===== src/rtl/reg_timer_pkg.sv =====
// Shared constants, types and helpers for the reg_timer register block.
package reg_timer_pkg;

    localparam int unsigned DATA_W = 32;
    localparam int unsigned NEXP_W = 16;

    // Register word indices
    localparam int unsigned REG_CTRL   = 0;
    localparam int unsigned REG_LOAD   = 1;
    localparam int unsigned REG_COUNT  = 2;
    localparam int unsigned REG_STATUS = 3;

    // CTRL bit positions
    localparam int unsigned CTRL_EN_BIT   = 0;
    localparam int unsigned CTRL_AUTO_BIT = 1;
    localparam int unsigned CTRL_IE_BIT   = 2;

    // STATUS fields
    localparam int unsigned STATUS_EXP_BIT = 0;
    localparam int unsigned NEXP_LSB       = 16;
    localparam int unsigned NEXP_MSB       = 31;

    // Field order matches the CTRL bit positions (ie is bit 2, en is bit 0)
    typedef struct packed {
        logic ie;
        logic auto_rl;
        logic en;
    } ctrl_t;

    // Saturating increment of the expiry counter
    function automatic logic [NEXP_W-1:0] nexp_inc(input logic [NEXP_W-1:0] v);
        return (&v) ? v : v + NEXP_W'(1);
    endfunction

endpackage


===== src/rtl/reg_timer_if.sv =====
// Simple register bus: one-cycle-latency reads, single-cycle writes.
interface reg_ifc
    import reg_timer_pkg::*;
#(
    parameter int unsigned R_ADDR_WIDTH = 2
) ();

    logic                    rd;
    logic [R_ADDR_WIDTH-1:0] raddr;
    logic [DATA_W-1:0]       rdata;
    logic                    wr;
    logic [R_ADDR_WIDTH-1:0] waddr;
    logic [DATA_W-1:0]       wdata;

    modport master (output rd, raddr, wr, waddr, wdata, input rdata);
    modport slave  (input rd, raddr, wr, waddr, wdata, output rdata);

endinterface


===== src/rtl/reg_timer_tick_gen.sv =====
// Prescaler: one tick per PRESCALE enabled cycles; pass-through when PRESCALE is 1.
module tick_gen #(
    parameter int unsigned PRESCALE = 1
) (
    input  logic clk,
    input  logic reset,
    input  logic en,
    input  logic restart,
    output logic tick
);

    if (PRESCALE <= 1) begin : g_bypass
        logic unused_inputs;
        assign unused_inputs = ^{clk, reset, restart};
        assign tick = en;
    end else begin : g_div
        localparam int unsigned CW = $clog2(PRESCALE);

        logic [CW-1:0] cnt_q;
        logic [CW-1:0] cnt_d;

        // Tick on terminal count; counter held at 0 while disabled or restarted
        always_comb begin
            cnt_d = cnt_q;
            tick  = en && (cnt_q == CW'(PRESCALE - 1));
            if (!en || restart || tick) begin
                cnt_d = '0;
            end else begin
                cnt_d = cnt_q + CW'(1);
            end
        end

        // Prescale counter register
        always_ff @(posedge clk) begin
            if (reset) begin
                cnt_q <= '0;
            end else begin
                cnt_q <= cnt_d;
            end
        end
    end

endmodule


===== src/rtl/reg_timer.sv =====
// Programmable down-counting timer with CTRL/LOAD/COUNT/STATUS registers and a level irq.
module reg_timer
    import reg_timer_pkg::*;
#(
    parameter int unsigned PRESCALE     = 1,
    parameter int unsigned R_ADDR_WIDTH = 2
) (
    input  logic  clk,
    input  logic  reset,
    reg_ifc.slave r,
    output logic  irq
);

    localparam logic [R_ADDR_WIDTH-1:0] A_CTRL   = R_ADDR_WIDTH'(REG_CTRL);
    localparam logic [R_ADDR_WIDTH-1:0] A_LOAD   = R_ADDR_WIDTH'(REG_LOAD);
    localparam logic [R_ADDR_WIDTH-1:0] A_COUNT  = R_ADDR_WIDTH'(REG_COUNT);
    localparam logic [R_ADDR_WIDTH-1:0] A_STATUS = R_ADDR_WIDTH'(REG_STATUS);
    localparam int unsigned             PAD_W    = DATA_W - NEXP_W - 1;

    ctrl_t             ctrl_q,  ctrl_d;
    logic [DATA_W-1:0] load_q,  load_d;
    logic [DATA_W-1:0] count_q, count_d;
    logic              exp_q,   exp_d;
    logic [NEXP_W-1:0] nexp_q,  nexp_d;
    logic [DATA_W-1:0] rdata_q, rdata_d;
    logic              irq_q,   irq_d;

    logic wr_ctrl, wr_load, wr_status, rd_status;
    logic en_set, en_rise, tick, expire;

    assign wr_ctrl   = r.wr && (r.waddr == A_CTRL);
    assign wr_load   = r.wr && (r.waddr == A_LOAD);
    assign wr_status = r.wr && (r.waddr == A_STATUS);
    assign rd_status = r.rd && (r.raddr == A_STATUS);
    assign en_set    = wr_ctrl && r.wdata[CTRL_EN_BIT];
    assign en_rise   = en_set && !ctrl_q.en;
    assign expire    = tick && (count_q == '0);

    tick_gen #(.PRESCALE(PRESCALE)) u_tick_gen (
        .clk     (clk),
        .reset   (reset),
        .en      (ctrl_q.en),
        .restart (en_set),
        .tick    (tick)
    );

    // Register writes, countdown/expiry and read mux, all evaluated on pre-cycle state
    always_comb begin
        ctrl_d  = ctrl_q;
        load_d  = load_q;
        count_d = count_q;
        exp_d   = exp_q;
        nexp_d  = nexp_q;
        rdata_d = rdata_q;

        if (wr_ctrl) begin
            ctrl_d.en      = r.wdata[CTRL_EN_BIT];
            ctrl_d.auto_rl = r.wdata[CTRL_AUTO_BIT];
            ctrl_d.ie      = r.wdata[CTRL_IE_BIT];
        end
        if (wr_load) begin
            load_d = r.wdata;
        end
        if (wr_status && r.wdata[STATUS_EXP_BIT]) begin
            exp_d = 1'b0;
        end
        if (rd_status) begin
            nexp_d = '0;
        end

        // Expiry wins over W1C and clear-on-read; reload always uses the old LOAD
        if (en_rise) begin
            count_d = load_q;
        end else if (expire) begin
            exp_d  = 1'b1;
            nexp_d = rd_status ? NEXP_W'(1) : nexp_inc(nexp_q);
            if (ctrl_q.auto_rl) begin
                count_d = load_q;
            end else begin
                count_d   = '0;
                ctrl_d.en = 1'b0;
            end
        end else if (tick) begin
            count_d = count_q - DATA_W'(1);
        end

        if (r.rd) begin
            case (r.raddr)
                A_CTRL:   rdata_d = DATA_W'(ctrl_q);
                A_LOAD:   rdata_d = load_q;
                A_COUNT:  rdata_d = count_q;
                A_STATUS: rdata_d = {nexp_q, {PAD_W{1'b0}}, exp_q};
                default:  rdata_d = '0;
            endcase
        end

        irq_d = exp_d && ctrl_d.ie;
    end

    // Register state
    always_ff @(posedge clk) begin
        if (reset) begin
            ctrl_q  <= '0;
            load_q  <= '0;
            count_q <= '0;
            exp_q   <= 1'b0;
            nexp_q  <= '0;
            rdata_q <= '0;
            irq_q   <= 1'b0;
        end else begin
            ctrl_q  <= ctrl_d;
            load_q  <= load_d;
            count_q <= count_d;
            exp_q   <= exp_d;
            nexp_q  <= nexp_d;
            rdata_q <= rdata_d;
            irq_q   <= irq_d;
        end
    end

    assign r.rdata = rdata_q;
    assign irq     = irq_q;

endmodule

===== src/flat_wrapper.sv =====
// flat-port wrapper written by rule: the top's interface ports become plain ports
module reg_timer_flat import reg_timer_pkg::*;
#(
    parameter int unsigned PRESCALE     = 1,
    parameter int unsigned R_ADDR_WIDTH = 2
)
  (clk, reset, irq, r_rd, r_raddr, r_wr, r_waddr, r_wdata, r_rdata);
  reg_ifc #(.R_ADDR_WIDTH(R_ADDR_WIDTH)) r_i ();
  input  logic clk;
  input  logic reset;
  output logic irq;
  input wire logic [$bits(r_i.rd)-1:0] r_rd;
  input wire logic [$bits(r_i.raddr)-1:0] r_raddr;
  input wire logic [$bits(r_i.wr)-1:0] r_wr;
  input wire logic [$bits(r_i.waddr)-1:0] r_waddr;
  input wire logic [$bits(r_i.wdata)-1:0] r_wdata;
  output wire logic [$bits(r_i.rdata)-1:0] r_rdata;
  assign r_i.rd = r_rd;
  assign r_i.raddr = r_raddr;
  assign r_i.wr = r_wr;
  assign r_i.waddr = r_waddr;
  assign r_i.wdata = r_wdata;
  assign r_rdata = r_i.rdata;
  reg_timer #(.PRESCALE(PRESCALE), .R_ADDR_WIDTH(R_ADDR_WIDTH)) u_core (.clk(clk), .reset(reset), .r(r_i), .irq(irq));
endmodule

===== config.mk =====
export PLATFORM = sky130hd
export DESIGN_NAME = reg_timer_flat
export DESIGN_NICKNAME = d
export VERILOG_FILES = /design/src/rtl/reg_timer_pkg.sv /design/src/rtl/reg_timer_if.sv /design/src/rtl/reg_timer_tick_gen.sv /design/src/rtl/reg_timer.sv /design/src/flat_wrapper.sv
export SDC_FILE = /design/constraint.sdc
export NUM_CORES = 1
export LEC_CHECK = 0
export CAP_MARGIN = 20
export CORE_MARGIN = 4
export CORE_UTILIZATION = 45
export CTS_CLUSTER_DIAMETER = 120
export DETAILED_ROUTE_END_ITERATION = 10
export PLACE_DENSITY = 0.67
export SYNTH_ARGS = -nofsm -noshare
export SYNTH_HDL_FRONTEND = slang
export SYNTH_SLANG_ARGS = --single-unit

===== constraint.sdc =====
create_clock -name clk -period 7.6 [get_ports clk]
set_input_delay 1.52 -clock clk [delete_from_list [all_inputs] [get_ports clk]]
set_output_delay 1.52 -clock clk [all_outputs]
set_load 0.05 [all_outputs]

==> flow_summary.html, run 1 <==
<table>
<tr><th>Metric</th><th>Value</th></tr>
<tr><th colspan="2">STA</th></tr>
<tr><td>Fmax</td><td>261.5 MHz</td></tr>
<tr><td>Period minus WS final</td><td>3.824 ns</td></tr>
<tr><td># setup viols final</td><td>0</td></tr>
<tr><td>Max-slew headroom at the worst pin</td><td>28.67%</td></tr>
<tr><td>Fin Clk Skew</td><td>0.006667 ns</td></tr>
<tr><td>Number of max-slew violations in the final report</td><td>0</td></tr>
<tr><td>Unrepaired setup endpoints after global routing</td><td>false</td></tr>
<tr><td>Setup tns final</td><td>0 ns</td></tr>
<tr><td>Transition time at the pin with the least slew margin</td><td>1.068 ns</td></tr>
<tr><td>Post-route clock period utilization</td><td>50.31%</td></tr>
<tr><td>Number of endpoints with negative hold slack in the final report</td><td>0</td></tr>
<tr><th colspan="2">CTS</th></tr>
<tr><td>Number of instances resized during post-cts repair</td><td>0</td></tr>
<tr><td>Number of CTS-inserted buffers</td><td>17</td></tr>
<tr><td>CTS tree</td><td>done</td></tr>
<tr><td>CTS Sinks</td><td>117</td></tr>
<tr><td>Clock transition time at the flip-flop clock pins of the worst setup and hold paths</td><td>0.05 ns</td></tr>
<tr><td>Buffers inserted by post-CTS timing repair</td><td>0</td></tr>
<tr><td>H-tree depth</td><td>4</td></tr>
<tr><td>Clock network latency to the later pin of the worst-skew pair</td><td>0.42 ns</td></tr>
<tr><td>Hold-fix buffers at CTS</td><td>0</td></tr>
<tr><td>Root buffer cell</td><td>clkbuf_16</td></tr>
<tr><td>Clock buffer depth</td><td>2</td></tr>
<tr><th colspan="2">Outcome</th></tr>
<tr><td>Run status</td><td>complete, no violations</td></tr>
<tr><th colspan="2">Synth</th></tr>
<tr><td>Syn Std Cell Area</td><td>5612 um2</td></tr>
<tr><td>Fraction of registers with async set or reset after synthesis</td><td>0%</td></tr>
<tr><td>Number of warnings printed during yosys synthesis</td><td>0</td></tr>
<tr><td>Synth cell types</td><td>64</td></tr>
<tr><td>Commonest register cell after synthesis</td><td>dfxtp_1</td></tr>
<tr><td>Synthesized netlist cell count</td><td>681</td></tr>
<tr><td>Post-synthesis register bit count</td><td>117</td></tr>
<tr><td>Post-Synthesis Net Count</td><td>723</td></tr>
<tr><td>Mean instance size in the synthesized netlist</td><td>8.240 um2</td></tr>
<tr><td>Number of flops mapped to enable cells by yosys</td><td>0</td></tr>
<tr><td>Share of the yosys chip area belonging to registers</td><td>41.74%</td></tr>
<tr><th colspan="2">Floorplanning</th></tr>
<tr><td>Placement row count</td><td>40</td></tr>
<tr><td>Floorplan die area</td><td>14320 um2</td></tr>
<tr><td>Total I/O pin count</td><td>73</td></tr>
<tr><td>Initial Util</td><td>46.33%</td></tr>
<tr><td>DIE HEIGHT</td><td>119.7 um</td></tr>
<tr><td>Die width</td><td>119.7 um</td></tr>
<tr><td>Core ar.</td><td>12110 um2</td></tr>
<tr><th colspan="2">Global route</th></tr>
<tr><td>Vias in the first global route</td><td>4997</td></tr>
<tr><td>Wire length of the first global-routing pass</td><td>25.53 mm</td></tr>
<tr><td>Largest net degree at the start of global routing</td><td>65</td></tr>
<tr><td>GR Overflow Total</td><td>0</td></tr>
<tr><td>Number of antenna violations at the first check in global routing</td><td>0</td></tr>
<tr><td>All-Layer GR Usage</td><td>22.07%</td></tr>
<tr><th colspan="2">Setup path</th></tr>
<tr><td>Cell at the slowest stage of the critical path</td><td>nor3b_1</td></tr>
<tr><td>Critical path's largest stage delay</td><td>0.63 ns</td></tr>
<tr><td>Crit. End Element</td><td>register</td></tr>
<tr><td>Number of buffer and inverter stages on the critical path</td><td>1</td></tr>
<tr><td>Worst endpoint data arrival time</td><td>4.09 ns</td></tr>
<tr><td>CP Cell Sequence</td><td>clkdlybuf4s50_1 -&gt; nor3b_1 -&gt; nand2_1 -&gt; nand2_1 -&gt; nand3_1 -&gt; o311ai_0 -&gt; o311ai_0</td></tr>
<tr><td>Crit path launch type</td><td>input pin</td></tr>
<tr><td>Type of the setup path with the least slack</td><td>input pin to register</td></tr>
<tr><td>Worst Path Max Fanout</td><td>21</td></tr>
<tr><td>Required time at the endpoint of the critical path</td><td>7.87 ns</td></tr>
<tr><td>Kind of cell adding the most delay to the critical path</td><td>simple AND/OR/NAND/NOR gates</td></tr>
<tr><th colspan="2">Route</th></tr>
<tr><td>Number of DRC violations after detailed routing</td><td>0</td></tr>
<tr><td>Routed WL per cell</td><td>17.29 um</td></tr>
<tr><td>Routed Antenna Nets</td><td>0</td></tr>
<tr><td>Final Routed Wirelength</td><td>15.70 mm</td></tr>
<tr><td>Post-DR vias/cell</td><td>5.865</td></tr>
<tr><td>Detailed Route Iter0 Violations</td><td>512</td></tr>
<tr><td>Detailed-route via count</td><td>5325</td></tr>
<tr><td>First-pass iteration count of the detailed router</td><td>7</td></tr>
<tr><th colspan="2">Power and ir drop</th></tr>
<tr><td>Switching share of total power</td><td>29.03%</td></tr>
<tr><td>Sequential group share of total power</td><td>38.5%</td></tr>
<tr><td>Max VDD drop</td><td>0.0001400 V</td></tr>
<tr><td>Net switching power</td><td>499.4 uW</td></tr>
<tr><td>Power density cells</td><td>247.7 nW/um2</td></tr>
<tr><td>Clock group share of total power</td><td>43.8%</td></tr>
<tr><td>Combinational fraction of design power</td><td>17.7%</td></tr>
<tr><td>Leak Pwr</td><td>0.002447 uW</td></tr>
<tr><td>Internal power summed over all cells</td><td>1221 uW</td></tr>
<tr><th colspan="2">Placed design</th></tr>
<tr><td>Placed instance count</td><td>875</td></tr>
<tr><td># port buffers</td><td>72</td></tr>
<tr><td>Detailed placement HPWL</td><td>10.47 mm</td></tr>
<tr><td>Placed Instance Area</td><td>6369 um2</td></tr>
<tr><td>Final estimated routing congestion in global placement</td><td>0.8949</td></tr>
<tr><th colspan="2">Min path</th></tr>
<tr><td>Worst hold-check path type</td><td>register to register</td></tr>
<tr><th colspan="2">Final layout</th></tr>
<tr><td>Number of antenna diodes</td><td>0</td></tr>
<tr><td>Nets</td><td>769</td></tr>
<tr><td>Layout cells sized above 1</td><td>10.14%</td></tr>
<tr><td>Fill cell count</td><td>1143</td></tr>
<tr><td>Non-filler instance count after layout</td><td>908</td></tr>
<tr><td>Area growth, synth to finish</td><td>23.77%</td></tr>
<tr><td>Post-Layout Inst Area</td><td>6945 um2</td></tr>
<tr><th colspan="2">Run</th></tr>
<tr><td>Number of maximum-capacitance constraint violations</td><td>0</td></tr>
</table>
-- layout make-up --
type	instances	area (um2)	area share [%]
clock buffer	21	460.4	6.629
clock inverter	11	101.3	1.459
multi-input combinational	501	3012	43.36
tap	168	210.2	3.026
sequential	117	2342	33.72
inverter	9	33.78	0.4864
timing repair buffer	81	785.8	11.31
-- cell usage in the layout, fill, tap and decap left out, types with 9 or more instances in the layout --
cell type,synthesis,routed
inv_1,9,9
clkdlybuf4s50_1,0,70
nand4_1,14,14
mux2_2,16,16
dfxtp_1,117,117
nand3_1,17,17
a211oi_1,35,35
nor2_1,78,78
a21oi_1,52,52
clkbuf_16,0,17
o21ai_0,14,14
nand2_1,100,100
a22oi_1,33,33
xor2_1,13,13
nor3_1,12,12
xnor2_1,9,9
-- worst paths after layout --
kind                                        start  cells after the start  slack (ns)                  to
worst min register to register   u_core.load_q[2]                      2        0.48   u_core.count_q[2]
worst max register to register  u_core.count_q[0]                      8        4.16  u_core.count_q[11]
worst min-delay path             u_core.load_q[2]                      2        0.48   u_core.count_q[2]
worst max-delay path                         r_wr                      7        3.78  u_core.count_q[11]
-- logic make-up after synthesis --
group	Yosys count	synth area share [%]
fa+ha+maj	2	0.4459
flops	117	41.74
xor+xnor	22	3.434
buf+inv	63	4.705
compound gates	184	22.61
simple gates	271	22.56
mux	22	4.504
-- cell usage after synthesis, drive strengths merged (7+ instances only) --
cell type / count / share of area, %
a211oi: 36 / 4.9
a21oi: 52 / 4.6
a22oi: 33 / 4.4
buf: 13 / 1.4
clkbuf: 41 / 2.7
dfxtp: 117 / 42
inv: 9 / 0.60
mux2: 16 / 3.2
nand2: 101 / 6.8
nand3: 17 / 1.5
nand4: 14 / 1.6
nor2: 78 / 5.2
nor3: 13 / 1.2
nor4: 9 / 1.3
o21ai: 17 / 1.6
or3: 7 / 0.78
xnor2: 9 / 1.4
xor2: 13 / 2.0
-- state kept, by name (all words and copies together) (netlist names) --
register and flops:
u_core.nexp_q 16, u_core.r.rdata 32, u_core.load_q 32, u_core.ctrl_q 3, u_core.count_q 32, u_core.irq 1
u_core.exp_q 1
-- power groups by stage --
stage | Sequential [uW] | Combinational (uW) | Clock, uW
finish | 662 | 305 | 754
global placement | 673 | 297 | 0
floorplan | 696 | 194 | 0
detailed placement | 674 | 299 | 0
global route | 665 | 332 | 793
CTS | 661 | 302 | 765
-- layer usage --
layer / global-route usage [%] / share of wire, %
met1: 30.08 / 47
met2: 33.12 / 45
met3: 6.503 / 7.2
met4: 8.160 / 1.5
met5: 0 / 0
-- metrics by stage --
stage | total power, uW | hold slack (ns) | utilization [%] | worst slack (ns)
2_1_floorplan | 889.7 | 0.4448 | - | 4.490
3_3_place_gp | 969.9 | 0.4633 | 52.58 | 3.258
3_5_place_dp | 972.6 | 0.4708 | 52.58 | 3.197
4_1_cts | 1728 | 0.4785 | 57.22 | 3.595
5_1_grt | 1791 | 0.4920 | 57.35 | 3.514
6_report | 1720 | 0.4763 | 57.35 | 3.776
-- worst register-to-register path, delay by kind of cell (launching register included) --
family / cells / cell delay [ns]
AOI/OAI and AO/OA: 4 / 1.48
adders and majority gates: 1 / 0.24
buffers and inverters: 1 / 0.12
DFF: 1 / 0.33
and+or+nand+nor: 2 / 1.11
(Power assumes the default switching activity.)
==> run 2, diff against run 1 <==
--- a/config.mk
+++ b/config.mk
@@ -10,7 +10,7 @@
 export CORE_UTILIZATION = 45
 export CTS_CLUSTER_DIAMETER = 120
 export DETAILED_ROUTE_END_ITERATION = 10
-export PLACE_DENSITY = 0.67
+export PLACE_DENSITY = 0.7
 export SYNTH_ARGS = -nofsm -noshare
 export SYNTH_HDL_FRONTEND = slang
 export SYNTH_SLANG_ARGS = --single-unit
==> constraint.sdc (replaced) <==
create_clock -name clk -period 3.1 [get_ports clk]
set_input_delay 0.62 -clock clk [delete_from_list [all_inputs] [get_ports clk]]
set_output_delay 0.62 -clock clk [all_outputs]
set_load 0.05 [all_outputs]
==> run 2 against run 1 <==
  * Final area rose by 2.0%
  * Die area unchanged
  * Critical endpoint is now u_core.count_q[23]
  * Register-to-register slack worse by 4.0 ns
  * Sequential power up 140%
  * Cell count rose by 1.7%
  * Critical path depth grew 1
==> flow_summary.html, run 2 (synthesis gave the netlist of run 1 again) <==
<table>
<tr><th>Metric</th><th>Value</th></tr>
<tr><th colspan="2">STA</th></tr>
<tr><td>Unrepaired setup endpoints after global routing</td><td>false</td></tr>
<tr><td>Fmax</td><td>342.5 MHz</td></tr>
<tr><td># setup viols final</td><td>0 (unchanged)</td></tr>
<tr><td>Number of endpoints with negative hold slack in the final report</td><td>0 (unchanged)</td></tr>
<tr><td>Period minus WS final</td><td>2.920 ns</td></tr>
<tr><td>Fin Clk Skew</td><td>0.006150 ns (-0.0005168 ns)</td></tr>
<tr><td>Transition time at the pin with the least slew margin</td><td>0.7536 ns (-0.3142 ns)</td></tr>
<tr><td>Number of max-slew violations in the final report</td><td>0 (unchanged)</td></tr>
<tr><td>Max-slew headroom at the worst pin</td><td>49.76% (+21 points)</td></tr>
<tr><td>Setup tns final</td><td>0 ns (unchanged)</td></tr>
<tr><td>Post-route clock period utilization</td><td>94.18%</td></tr>
<tr><th colspan="2">Setup path</th></tr>
<tr><td>CP Cell Sequence</td><td>inv_1 -&gt; ha_1 -&gt; or4b_4 -&gt; or4_4 -&gt; o31a_1 -&gt; nand2_2 -&gt; nor2_1 -&gt; a211o_1</td></tr>
<tr><td>Crit. End Element</td><td>register</td></tr>
<tr><td>Worst endpoint data arrival time</td><td>3.23 ns (-0.86 ns)</td></tr>
<tr><td>Crit path launch type</td><td>register</td></tr>
<tr><td>Type of the setup path with the least slack</td><td>register to register</td></tr>
<tr><td>Worst Path Max Fanout</td><td>10 (-52%)</td></tr>
<tr><td>Cell at the slowest stage of the critical path</td><td>or4_4</td></tr>
<tr><td>Critical path's largest stage delay</td><td>0.55 ns (-0.08 ns)</td></tr>
<tr><td>Required time at the endpoint of the critical path</td><td>3.41 ns (-4.46 ns)</td></tr>
<tr><th colspan="2">Outcome</th></tr>
<tr><td>Run status</td><td>complete, no violations</td></tr>
<tr><th colspan="2">CTS</th></tr>
<tr><td>H-tree depth</td><td>4 (unchanged)</td></tr>
<tr><td>Root buffer cell</td><td>clkbuf_16</td></tr>
<tr><td>Clock buffer depth</td><td>2 (unchanged)</td></tr>
<tr><td>CTS tree</td><td>done</td></tr>
<tr><td>Number of instances resized during post-cts repair</td><td>0 (unchanged)</td></tr>
<tr><td>CTS Sinks</td><td>117 (unchanged)</td></tr>
<tr><td>Clock network latency to the later pin of the worst-skew pair</td><td>0.42 ns (about the same)</td></tr>
<tr><td>Clock transition time at the flip-flop clock pins of the worst setup and hold paths</td><td>0.05 ns (about the same)</td></tr>
<tr><td>Buffers inserted by post-CTS timing repair</td><td>0 (unchanged)</td></tr>
<tr><td>Hold-fix buffers at CTS</td><td>0 (unchanged)</td></tr>
<tr><td>Number of CTS-inserted buffers</td><td>17 (unchanged)</td></tr>
<tr><th colspan="2">Global route</th></tr>
<tr><td>Number of antenna violations at the first check in global routing</td><td>0 (unchanged)</td></tr>
<tr><td>GR Overflow Total</td><td>0 (unchanged)</td></tr>
<tr><td>Vias in the first global route</td><td>5134 (+2.7%)</td></tr>
<tr><td>Wire length of the first global-routing pass</td><td>26.63 mm (+4.3%)</td></tr>
<tr><td>All-Layer GR Usage</td><td>23.02% (+0.94 points)</td></tr>
<tr><td>Largest net degree at the start of global routing</td><td>64 (-1.5%)</td></tr>
<tr><th colspan="2">Run</th></tr>
<tr><td>Number of maximum-capacitance constraint violations</td><td>0 (unchanged)</td></tr>
<tr><th colspan="2">Floorplanning</th></tr>
<tr><td>Core ar.</td><td>12110 um2 (unchanged)</td></tr>
<tr><td>Die width</td><td>119.7 um (unchanged)</td></tr>
<tr><td>Total I/O pin count</td><td>73 (unchanged)</td></tr>
<tr><td>DIE HEIGHT</td><td>119.7 um (unchanged)</td></tr>
<tr><td>Floorplan die area</td><td>14320 um2 (unchanged)</td></tr>
<tr><td>Placement row count</td><td>40 (unchanged)</td></tr>
<tr><td>Initial Util</td><td>46.33% (unchanged)</td></tr>
<tr><th colspan="2">Route</th></tr>
<tr><td>Post-DR vias/cell</td><td>5.785 (-1.3%)</td></tr>
<tr><td>Routed WL per cell</td><td>17.24 um (-0.29%)</td></tr>
<tr><td>Final Routed Wirelength</td><td>15.92 mm (+1.4%)</td></tr>
<tr><td>Routed Antenna Nets</td><td>0 (unchanged)</td></tr>
<tr><td>First-pass iteration count of the detailed router</td><td>5 (-2)</td></tr>
<tr><td>Detailed Route Iter0 Violations</td><td>513 (+0.20%)</td></tr>
<tr><td>Detailed-route via count</td><td>5340 (+0.28%)</td></tr>
<tr><td>Number of DRC violations after detailed routing</td><td>0 (unchanged)</td></tr>
<tr><th colspan="2">Final layout</th></tr>
<tr><td>Nets</td><td>784 (+2.0%)</td></tr>
<tr><td>Number of antenna diodes</td><td>0 (unchanged)</td></tr>
<tr><td>Area of all sequential standard cells</td><td>2342 um2 (unchanged)</td></tr>
<tr><td>Fill cell count</td><td>1112 (-2.7%)</td></tr>
<tr><td>Area used by multi-input combinational logic</td><td>3008 um2 (-0.12%)</td></tr>
<tr><td>Most common library cell in the layout ignoring fill and taps</td><td>dfxtp_1</td></tr>
<tr><td>Area growth, synth to finish</td><td>26.27%</td></tr>
<tr><td>Layout cells sized above 1</td><td>11.92% (+1.8 points)</td></tr>
<tr><td>Highest-count cells in the layout ignoring fill and taps</td><td>dfxtp_1 (117), nand2_1 (100), nor2_1 (78), clkdlybuf4s50_1 (70), a21oi_1 (52)</td></tr>
<tr><td>Post-Layout Inst Area</td><td>7086 um2 (+2.0%)</td></tr>
<tr><th colspan="2">Min path</th></tr>
<tr><td>Worst hold-check path type</td><td>register to register</td></tr>
<tr><th colspan="2">Placed design</th></tr>
<tr><td>Placed Instance Area</td><td>6485 um2 (+1.8%)</td></tr>
<tr><td>Detailed placement HPWL</td><td>11.00 mm (+5.1%)</td></tr>
<tr><td>Final estimated routing congestion in global placement</td><td>0.9087 (+1.5%)</td></tr>
<tr><td># port buffers</td><td>72 (unchanged)</td></tr>
<tr><th colspan="2">Power and ir drop</th></tr>
<tr><td>Power Total</td><td>4380 uW (+150%)</td></tr>
<tr><td>Max VDD drop</td><td>0.0004041 V (+190%)</td></tr>
<tr><td>Power density cells</td><td>618.1 nW/um2 (+150%)</td></tr>
<tr><td>Leak Pwr</td><td>0.002560 uW (+4.6%)</td></tr>
</table>
## run 2: cell count changes in the layout (fill, tap and decap cells not counted), sizes merged
cell      delta
buf         +15
bufinv       +2
clkinv       +4
clkinvlp     -4
inv          -2
## run 2: through the flow
| step | worst slack (ns) | hold WS [ns] | util (%) | instances |
|---|---|---|---|---|
| 2_1_floorplan | 0.5136 | 0.4448 | - | 681 |
| 3_3_place_gp | 0.2652 | 0.4672 | 53.54 | 891 |
| 3_5_place_dp | 0.1797 | 0.4664 | 53.54 | 891 |
| 4_1_cts | 0.1990 | 0.4752 | 58.50 | 923 |
| 5_1_grt | 0.08293 | 0.5085 | 58.50 | 923 |
| 6_report | 0.1803 | 0.4762 | 58.50 | 923 |
## run 2: power breakdown
| group | internal (uW) | switching, uW |
|---|---|---|
| clock | 1310 | 690 |
| sequential | 1560 | 58.1 |
| combinational | 298 | 457 |
## run 2: final timing paths
check                                  startpoint                  to  depth (start not counted)  slack (ns)
worst min register to register  u_core.load_q[14]   u_core.load_q[14]                          2        0.48
worst max-delay path            u_core.count_q[0]  u_core.count_q[23]                          8        0.18
worst max register to register  u_core.count_q[0]  u_core.count_q[23]                          8        0.18
worst min-delay path            u_core.load_q[14]   u_core.load_q[14]                          2        0.48
## run 2: worst max-delay path: cells and delay by family (launching register included)
family / cells / cell delay [ns]
flops: 1 / 0.33
compound gates: 2 / 0.70
simple gates: 4 / 1.43
fa+ha+maj: 1 / 0.23
buf+inv: 1 / 0.12
## run 2: cell type report
| cell class | count | area share, % |
|---|---|---|
| multi-input combinational | 501 | 42.45 |
| sequential | 117 | 33.06 |
| timing repair buffer | 96 | 12.57 |
| clock buffer | 21 | 6.640 |
| tap | 168 | 2.967 |
| clock inverter | 11 | 1.836 |
| inverter | 9 | 0.4768 |
## run 2: routing by layer
layer  GRT usage, %  part of all wire [%]
met5              0                     0
met2          36.48                    46
met3          6.079                   5.7
met4          6.872                   1.3
met1          30.86                    47
